## src/rtl/spi_master_pkg.sv

```systemverilog
// Peripheral constants for the SPI master: register offsets, CTRL bit
// positions, base-address decode and the shifter state encoding.
package spi_master_pkg;

  localparam logic [1:0] SPI_DATA  = 2'd0;
  localparam logic [1:0] SPI_CTRL  = 2'd1;
  localparam logic [1:0] SPI_DIV   = 2'd2;
  localparam logic [1:0] SPI_SPARE = 2'd3;

  localparam int unsigned CTRL_BUSY = 7;
  localparam int unsigned CTRL_DONE = 6;
  localparam int unsigned CTRL_SS   = 1;
  localparam int unsigned CTRL_IE   = 0;

  // $FE60-$FE63 sits in the same 32-byte page decode as timer/uart/rgb
  localparam logic [10:0] SPI_BASE_SEL = 11'b11111110011;

  function automatic logic spi_sel(input logic [15:0] a);
    return a[15:5] == SPI_BASE_SEL;
  endfunction

  typedef enum logic [1:0] {
    S_IDLE,
    S_LEAD,
    S_TRAIL
  } shift_state_t;

endpackage

```

## src/rtl/spi_master_if.sv

```systemverilog
// CPU-side register bus of the SPI master peripheral.
interface spi_master_if;
  logic [7:0] dbr;
  logic [7:0] dbw;
  logic [1:0] addr;
  logic       we;

  modport master (input dbr, output dbw, output addr, output we);
  modport slave  (output dbr, input dbw, input addr, input we);
endinterface

```

## src/rtl/spi_master_shifter.sv

```systemverilog
// Mode-0 MSB-first shift engine: half-period timer, bit counter, TX/RX
// shift registers and the MISO synchroniser.
module spi_master_shifter
  import spi_master_pkg::*;
(
  input  logic       clk,
  input  logic       rst,
  input  logic       start,
  input  logic [7:0] div,
  input  logic [7:0] tx_byte,
  input  logic       miso,
  output logic       busy,
  output logic       done_pulse,
  output logic [7:0] rx_byte,
  output logic       sck,
  output logic       mosi
);

  shift_state_t state;
  logic [7:0]   half_cnt;
  logic [7:0]   half_div;
  logic [7:0]   tx_sr;
  logic [7:0]   rx_sr;
  logic [2:0]   bit_cnt;
  logic         miso_q;
  logic         half_end;

  assign half_end   = (half_cnt == half_div);
  assign done_pulse = (state == S_TRAIL) && half_end && (bit_cnt == 3'd7);
  assign rx_byte    = rx_sr;
  assign mosi       = tx_sr[7];

  // miso_q is the first synchroniser stage; rx_sr acts as the second
  always_ff @(posedge clk or posedge rst) begin
    if (rst) begin
      state    <= S_IDLE;
      half_cnt <= '0;
      half_div <= 8'd1;
      tx_sr    <= '0;
      rx_sr    <= '0;
      bit_cnt  <= '0;
      miso_q   <= 1'b0;
      sck      <= 1'b0;
      busy     <= 1'b0;
    end else begin
      miso_q <= miso;
      case (state)
        S_IDLE: begin
          if (start) begin
            state    <= S_LEAD;
            half_cnt <= '0;
            half_div <= (div == 8'd0) ? 8'd1 : div;
            tx_sr    <= tx_byte;
            bit_cnt  <= '0;
            sck      <= 1'b0;
            busy     <= 1'b1;
          end
        end
        S_LEAD: begin
          if (half_end) begin
            state    <= S_TRAIL;
            half_cnt <= '0;
            sck      <= 1'b1;
            rx_sr    <= {rx_sr[6:0], miso_q};
          end else begin
            half_cnt <= half_cnt + 8'd1;
          end
        end
        S_TRAIL: begin
          if (half_end) begin
            half_cnt <= '0;
            sck      <= 1'b0;
            tx_sr    <= {tx_sr[6:0], 1'b0};
            bit_cnt  <= bit_cnt + 3'd1;
            if (bit_cnt == 3'd7) begin
              state <= S_IDLE;
              busy  <= 1'b0;
            end else begin
              state <= S_LEAD;
            end
          end else begin
            half_cnt <= half_cnt + 8'd1;
          end
        end
        default: begin
          state <= S_IDLE;
          busy  <= 1'b0;
          sck   <= 1'b0;
        end
      endcase
    end
  end

endmodule

```

## src/rtl/spi_master.sv

```systemverilog
// Memory-mapped SPI master at $FE60-$FE63: register file, read mux,
// completion interrupt, and the shift engine.
module spi_master
  import spi_master_pkg::*;
#(
  parameter logic [7:0] DIV_RST = 8'd3
) (
  input  logic         clk,
  input  logic         rst,
  spi_master_if.slave  bus,
  output logic         sck,
  output logic         mosi,
  input  logic         miso,
  output logic         ss_n,
  output logic         irq
);

  logic [7:0] data_rx;
  logic [7:0] div_r;
  logic       ie;
  logic       done;
  logic       ss;
  logic       busy;
  logic       done_pulse;
  logic [7:0] rx_byte;
  logic       start;
  logic       wr_ctrl;

  assign start   = bus.we && (bus.addr == SPI_DATA) && !busy;
  assign wr_ctrl = bus.we && (bus.addr == SPI_CTRL);
  assign ss_n    = ~ss;

  spi_master_shifter u_shifter (
    .clk        (clk),
    .rst        (rst),
    .start      (start),
    .div        (div_r),
    .tx_byte    (bus.dbw),
    .miso       (miso),
    .busy       (busy),
    .done_pulse (done_pulse),
    .rx_byte    (rx_byte),
    .sck        (sck),
    .mosi       (mosi)
  );

  always_ff @(posedge clk or posedge rst) begin
    if (rst) begin
      data_rx <= '0;
      div_r   <= DIV_RST;
      ie      <= 1'b0;
      done    <= 1'b0;
      ss      <= 1'b0;
      irq     <= 1'b0;
      bus.dbr <= '0;
    end else begin
      case (bus.addr)
        SPI_DATA: bus.dbr <= data_rx;
        SPI_CTRL: bus.dbr <= {busy, done, 4'b0000, ss, ie};
        SPI_DIV:  bus.dbr <= div_r;
        default:  bus.dbr <= '1;
      endcase

      if (wr_ctrl) begin
        ss <= bus.dbw[CTRL_SS];
        ie <= bus.dbw[CTRL_IE];
      end
      if (bus.we && (bus.addr == SPI_DIV))
        div_r <= bus.dbw;

      // completion takes priority over a coincident software clear
      if (done_pulse)
        done <= 1'b1;
      else if (start)
        done <= 1'b0;
      else if (wr_ctrl && bus.dbw[CTRL_DONE])
        done <= 1'b0;

      if (done_pulse)
        data_rx <= rx_byte;

      irq <= done & ie;
    end
  end

endmodule

```

## src/flat_wrapper.sv

```systemverilog
// flat-port wrapper written by rule: the top's interface ports become plain ports
module spi_master_flat import spi_master_pkg::*;
#(
  parameter logic [7:0] DIV_RST = 8'd3
)
  (clk, rst, sck, mosi, miso, ss_n, irq, bus_dbr, bus_dbw, bus_addr, bus_we);
  spi_master_if bus_i ();
  input  logic clk;
  input  logic rst;
  output logic sck;
  output logic mosi;
  input  logic miso;
  output logic ss_n;
  output logic irq;
  output wire logic [$bits(bus_i.dbr)-1:0] bus_dbr;
  input wire logic [$bits(bus_i.dbw)-1:0] bus_dbw;
  input wire logic [$bits(bus_i.addr)-1:0] bus_addr;
  input wire logic [$bits(bus_i.we)-1:0] bus_we;
  assign bus_dbr = bus_i.dbr;
  assign bus_i.dbw = bus_dbw;
  assign bus_i.addr = bus_addr;
  assign bus_i.we = bus_we;
  spi_master #(.DIV_RST(DIV_RST)) u_core (.clk(clk), .rst(rst), .bus(bus_i), .sck(sck), .mosi(mosi), .miso(miso), .ss_n(ss_n), .irq(irq));
endmodule
```

## config.mk

```make
export PLATFORM = sky130hd
export DESIGN_NAME = spi_master_flat
export DESIGN_NICKNAME = d
export VERILOG_FILES = /design/src/rtl/spi_master_pkg.sv /design/src/rtl/spi_master_if.sv /design/src/rtl/spi_master_shifter.sv /design/src/rtl/spi_master.sv /design/src/flat_wrapper.sv
export SDC_FILE = /design/constraint.sdc
export NUM_CORES = 1
export LEC_CHECK = 0
export ABC_AREA = 1
export CELL_PAD_IN_SITES_DETAIL_PLACEMENT = 2
export CELL_PAD_IN_SITES_GLOBAL_PLACEMENT = 2
export CORE_MARGIN = 2
export CORE_UTILIZATION = 35
export DETAILED_ROUTE_END_ITERATION = 8
export GPL_TIMING_DRIVEN = 0
export PLACE_DENSITY = 0.89
export SYNTH_ARGS = -nofsm -noshare
export SYNTH_HDL_FRONTEND = slang
export SYNTH_HIERARCHICAL = 1
export SYNTH_SLANG_ARGS = --single-unit
```

## constraint.sdc

```tcl
create_clock -name clk -period 4.67 [get_ports clk]
set_input_delay 0.934 -clock clk [delete_from_list [all_inputs] [get_ports clk]]
set_output_delay 0.934 -clock clk [all_outputs]
set_load 0.02 [all_outputs]
```

==> results.sh <==
export IMPL_place_hpwl_um=7250
export IMPL_worstHoldStart="u_core/u_shifter/miso_q"
export IMPL_grt_pass1_wl_um=17300
export IMPL_slowest_delay_ns=0.53
export IMPL_io_buffer_count=25
export IMPL_ir_worst_vdd_mv=0.214
export IMPL_first_iter_violations=84
export IMPL_syn_area_um2=3260
export IMPL_critical_path_startpoint="bus_addr[1]"
export IMPL_n_antenna_cell=0
export IMPL_antenna_found_initial=0
export IMPL_htree_levels=3
export IMPL_grt_max_degree=29
export IMPL_drtAntennaViolNets=0
export IMPL_insertion_delay_ns=0.36
export IMPL_core_area_um2=9150
export IMPL_leakage_nw=1.92
export IMPL_dieArea_um2=10100
export IMPL_cts_buffer_depth=2
export IMPL_setup_violations=0
export IMPL_clk_pin_slew_ns=0.08
export IMPL_crit_type="in -> reg"
export IMPL_cp_start_kind="primary input"
export IMPL_maxSlewViolCount=0
export IMPL_worstMarginPinSlew_ns=1.11
export IMPL_grt_pass1_vias=3213
export IMPL_post_route_period_util_pct=59.5
export IMPL_ys_types=32
export IMPL_drive_gt1_share_pct=11.9
export IMPL_required_ns=4.89
export IMPL_drt_vias_per_instance=5.14
export IMPL_max_slew_margin_pct=26.1
export IMPL_wirelength_um=10300
export IMPL_worstPathMaxFanout=10
export IMPL_initial_utilization_pct=35.7
export IMPL_die_w_um=101
export IMPL_placed_cell_area_um2=3680
export IMPL_vias=2768
export IMPL_syn_area_per_cell_um2=8.43
export IMPL_dp_cells=524
export IMPL_hold_viol_final=0
export IMPL_fin_nets=446
export IMPL_cp_arrival_ns=3.00
export IMPL_syn_inst=387
export IMPL_postCtsHoldBufs=0
export IMPL_numCtsBuffers=9
export IMPL_tritoncts="yes"
export IMPL_grt_setup_unrepaired="no"
export IMPL_fin_area_um2=3890
export IMPL_firstDrtPassIters=4
export IMPL_gp_congestion=0.766
export IMPL_fin_skew_ns=0.0170
export IMPL_hp_class="reg -> reg"
export IMPL_fin_setup_tns_ns=0
export IMPL_utilization_pct=42.5
export IMPL_drc=0
export IMPL_cts_sinks=68
export IMPL_wl_per_cell_um=19.1
export IMPL_status="finished, final reports clean"
export IMPL_io_pins=26
export IMPL_cts_root_buf="clkbuf_8"
export IMPL_cp_end_kind="flop"
export IMPL_area_growth_pct=19.3
export IMPL_reg2reg_from="u_core/u_shifter/half_cnt[4]"
export IMPL_hold_worst_slack_ns=0.459
export IMPL_stdcell_count=539
export IMPL_die_y_um=101
export IMPL_path_cells="clkdlybuf4s50_1 -> buf_6 -> nor2_1 -> nand2_1 -> inv_1 -> nor2_1 -> nor2_2 -> inv_1 -> nor3_1 -> xor2_1 -> a21oi_1"
export IMPL_cts_resized=0
export IMPL_ys_ff_latch=68
export IMPL_powerDensity_nw_per_um2=527
export IMPL_yosysWarnings=6
export IMPL_synth_nets=409
export IMPL_ys_seq_area_share_pct=52.3
export IMPL_row_count=35
export IMPL_postCtsSetupBuffers=0
export IMPL_grt_usage_pct=22.8
export IMPL_grt_overflow=0
export IMPL_critPathSlowestCell="clkdlybuf4s50_1"
export IMPL_period_minus_slack_ns=2.78
export IMPL_cap_violations=0
export IMPL_fmax_mhz=360
## worst max-delay path: cells and delay by family
kind	cells	cell delay, ns
xor+xnor	1	0.18
simple gates	5	0.79
buf+inv	4	1.02
compound gates	1	0.06
## per-stage QoR
step / worst slack (ns) / power (mW)
detailed placement: 1.59 / 1.50
global placement: 1.73 / 1.44
CTS: 1.93 / 2.08
floorplan: 2.57 / 1.25
finish: 1.89 / 2.05
global route: 1.70 / 2.20
## registers in the layout, indices dropped and copies added, names as in the netlist
| register | cells |
|---|---|
| u_core/u_shifter/sck | 1 |
| u_core/div_r | 8 |
| u_core/u_shifter/miso_q | 1 |
| u_core/u_shifter/half_cnt | 8 |
| u_core/u_shifter/bit_cnt | 3 |
| u_core/u_shifter/busy | 1 |
| u_core/done | 1 |
| u_core/irq | 1 |
| u_core/u_shifter/half_div | 8 |
| u_core/u_shifter/tx_sr | 8 |
| u_core/data_rx | 8 |
| u_core/u_shifter/state | 2 |
| u_core/u_shifter/rx_byte | 8 |
| u_core/ss | 1 |
| u_core/ie | 1 |
| u_core/bus.dbr | 8 |
## cell type report
class / instances / area [um^2]
Buffer: 12 / 80.1
Clock buffer: 9 / 124
Clock inverter: 6 / 90.1
Fill cell: 1005 / 5260
Inverter: 53 / 199
Multi-Input combinational cell: 254 / 1280
Sequential cell: 68 / 1710
Tap cell: 111 / 139
Timing Repair Buffer: 26 / 278
## placed cells by master (no fill, tap or decap), drive strengths merged
| cell type | instances |
|---|---|
| inv | 52 |
| bufinv | 2 |
| clkinvlp | 1 |
| o211ai | 4 |
| o21ai | 48 |
| xor2 | 3 |
| o22ai | 1 |
| clkinv | 4 |
| buf | 10 |
| ha | 8 |
| dfstp | 3 |
| nor2 | 13 |
| clkbuf | 12 |
| nand3 | 17 |
| nand2 | 134 |
| xnor2 | 4 |
| o21a | 1 |
| nand4 | 9 |
| clkdlybuf4s50 | 25 |
| nor3 | 3 |
| a21oi | 9 |
| dfrtp | 65 |
## where the power goes
| group | switching (mW) | internal [mW] | total [mW] |
|---|---|---|---|
| clock network | 0.245 | 0.299 | 0.543 |
| logic | 0.470 | 0.228 | 0.697 |
| registers | 0.0987 | 0.714 | 0.813 |
| total | 0.814 | 1.24 | 2.05 |
## synth_stat cells
library cell | n | area, um^2
o21ai_1 | 1 | 5.00
nand3_4 | 1 | 17.5
inv_1 | 49 | 184
buf_6 | 3 | 33.8
clkbuf_2 | 1 | 5.00
nor2_2 | 2 | 12.5
a21oi_1 | 9 | 45.0
nand2_4 | 1 | 11.3
o21ai_0 | 39 | 195
ha_1 | 8 | 100
xnor2_1 | 4 | 35.0
xor2_1 | 3 | 26.3
nand3_1 | 15 | 75.1
o21a_1 | 1 | 7.51
o21ai_2 | 8 | 70.1
nand4_1 | 9 | 56.3
inv_2 | 3 | 11.3
nand2_1 | 128 | 480
buf_2 | 3 | 15.0
buf_1 | 1 | 3.75
dfstp_2 | 3 | 78.8
nand2_2 | 5 | 31.3
clkinv_1 | 1 | 3.75
dfrtp_1 | 65 | 1630
nor2_4 | 1 | 11.3
nand3_2 | 1 | 10.0
o211ai_1 | 4 | 30.0
o22ai_1 | 1 | 6.26
nor2_1 | 10 | 37.5
buf_4 | 2 | 15.0
clkbuf_1 | 2 | 7.51
nor3_1 | 3 | 15.0
## worst paths after layout
kind | slack [ns] | endpoint | cells past startpoint
max in group asynchronous | 2.77 | u_core/ie | 2
worst max-delay path | 1.89 | u_core/u_shifter/half_cnt[5] | 11
min in group asynchronous | 0.98 | u_core/u_shifter/rx_byte[5] | 2
worst max register to register | 2.52 | u_core/data_rx[0] | 10
worst min register to register | 0.46 | u_core/u_shifter/rx_byte[0] | 2
worst min-delay path | 0.46 | u_core/u_shifter/rx_byte[0] | 2
## cells by family (layout without fill, tap and decap cells)
group / after synthesis / in the layout / synth area share (%)
AND/OR/NAND/NOR: 176 / 176 / 23.2
flip-flops: 68 / 68 / 52.3
buffers and inverters: 65 / 106 / 8.55
AO/OA/AOI/OAI: 63 / 63 / 11.0
adder cells (fa/ha/maj): 8 / 8 / 3.07
XOR/XNOR: 7 / 7 / 1.88
## routing by layer
| metal | GRT usage [%] | vias up | wire length [um] |
|---|---|---|---|
| met4 | 7.90 | 0 | 214 |
| met1 | 27.6 | 1411 | 4460 |
| met2 | 40.3 | 45 | 5390 |
| met3 | 4.79 | 21 | 251 |
| li1 | - | 1291 | - |
| met5 | 0 | - | 0 |
(Power assumes the default switching activity.)
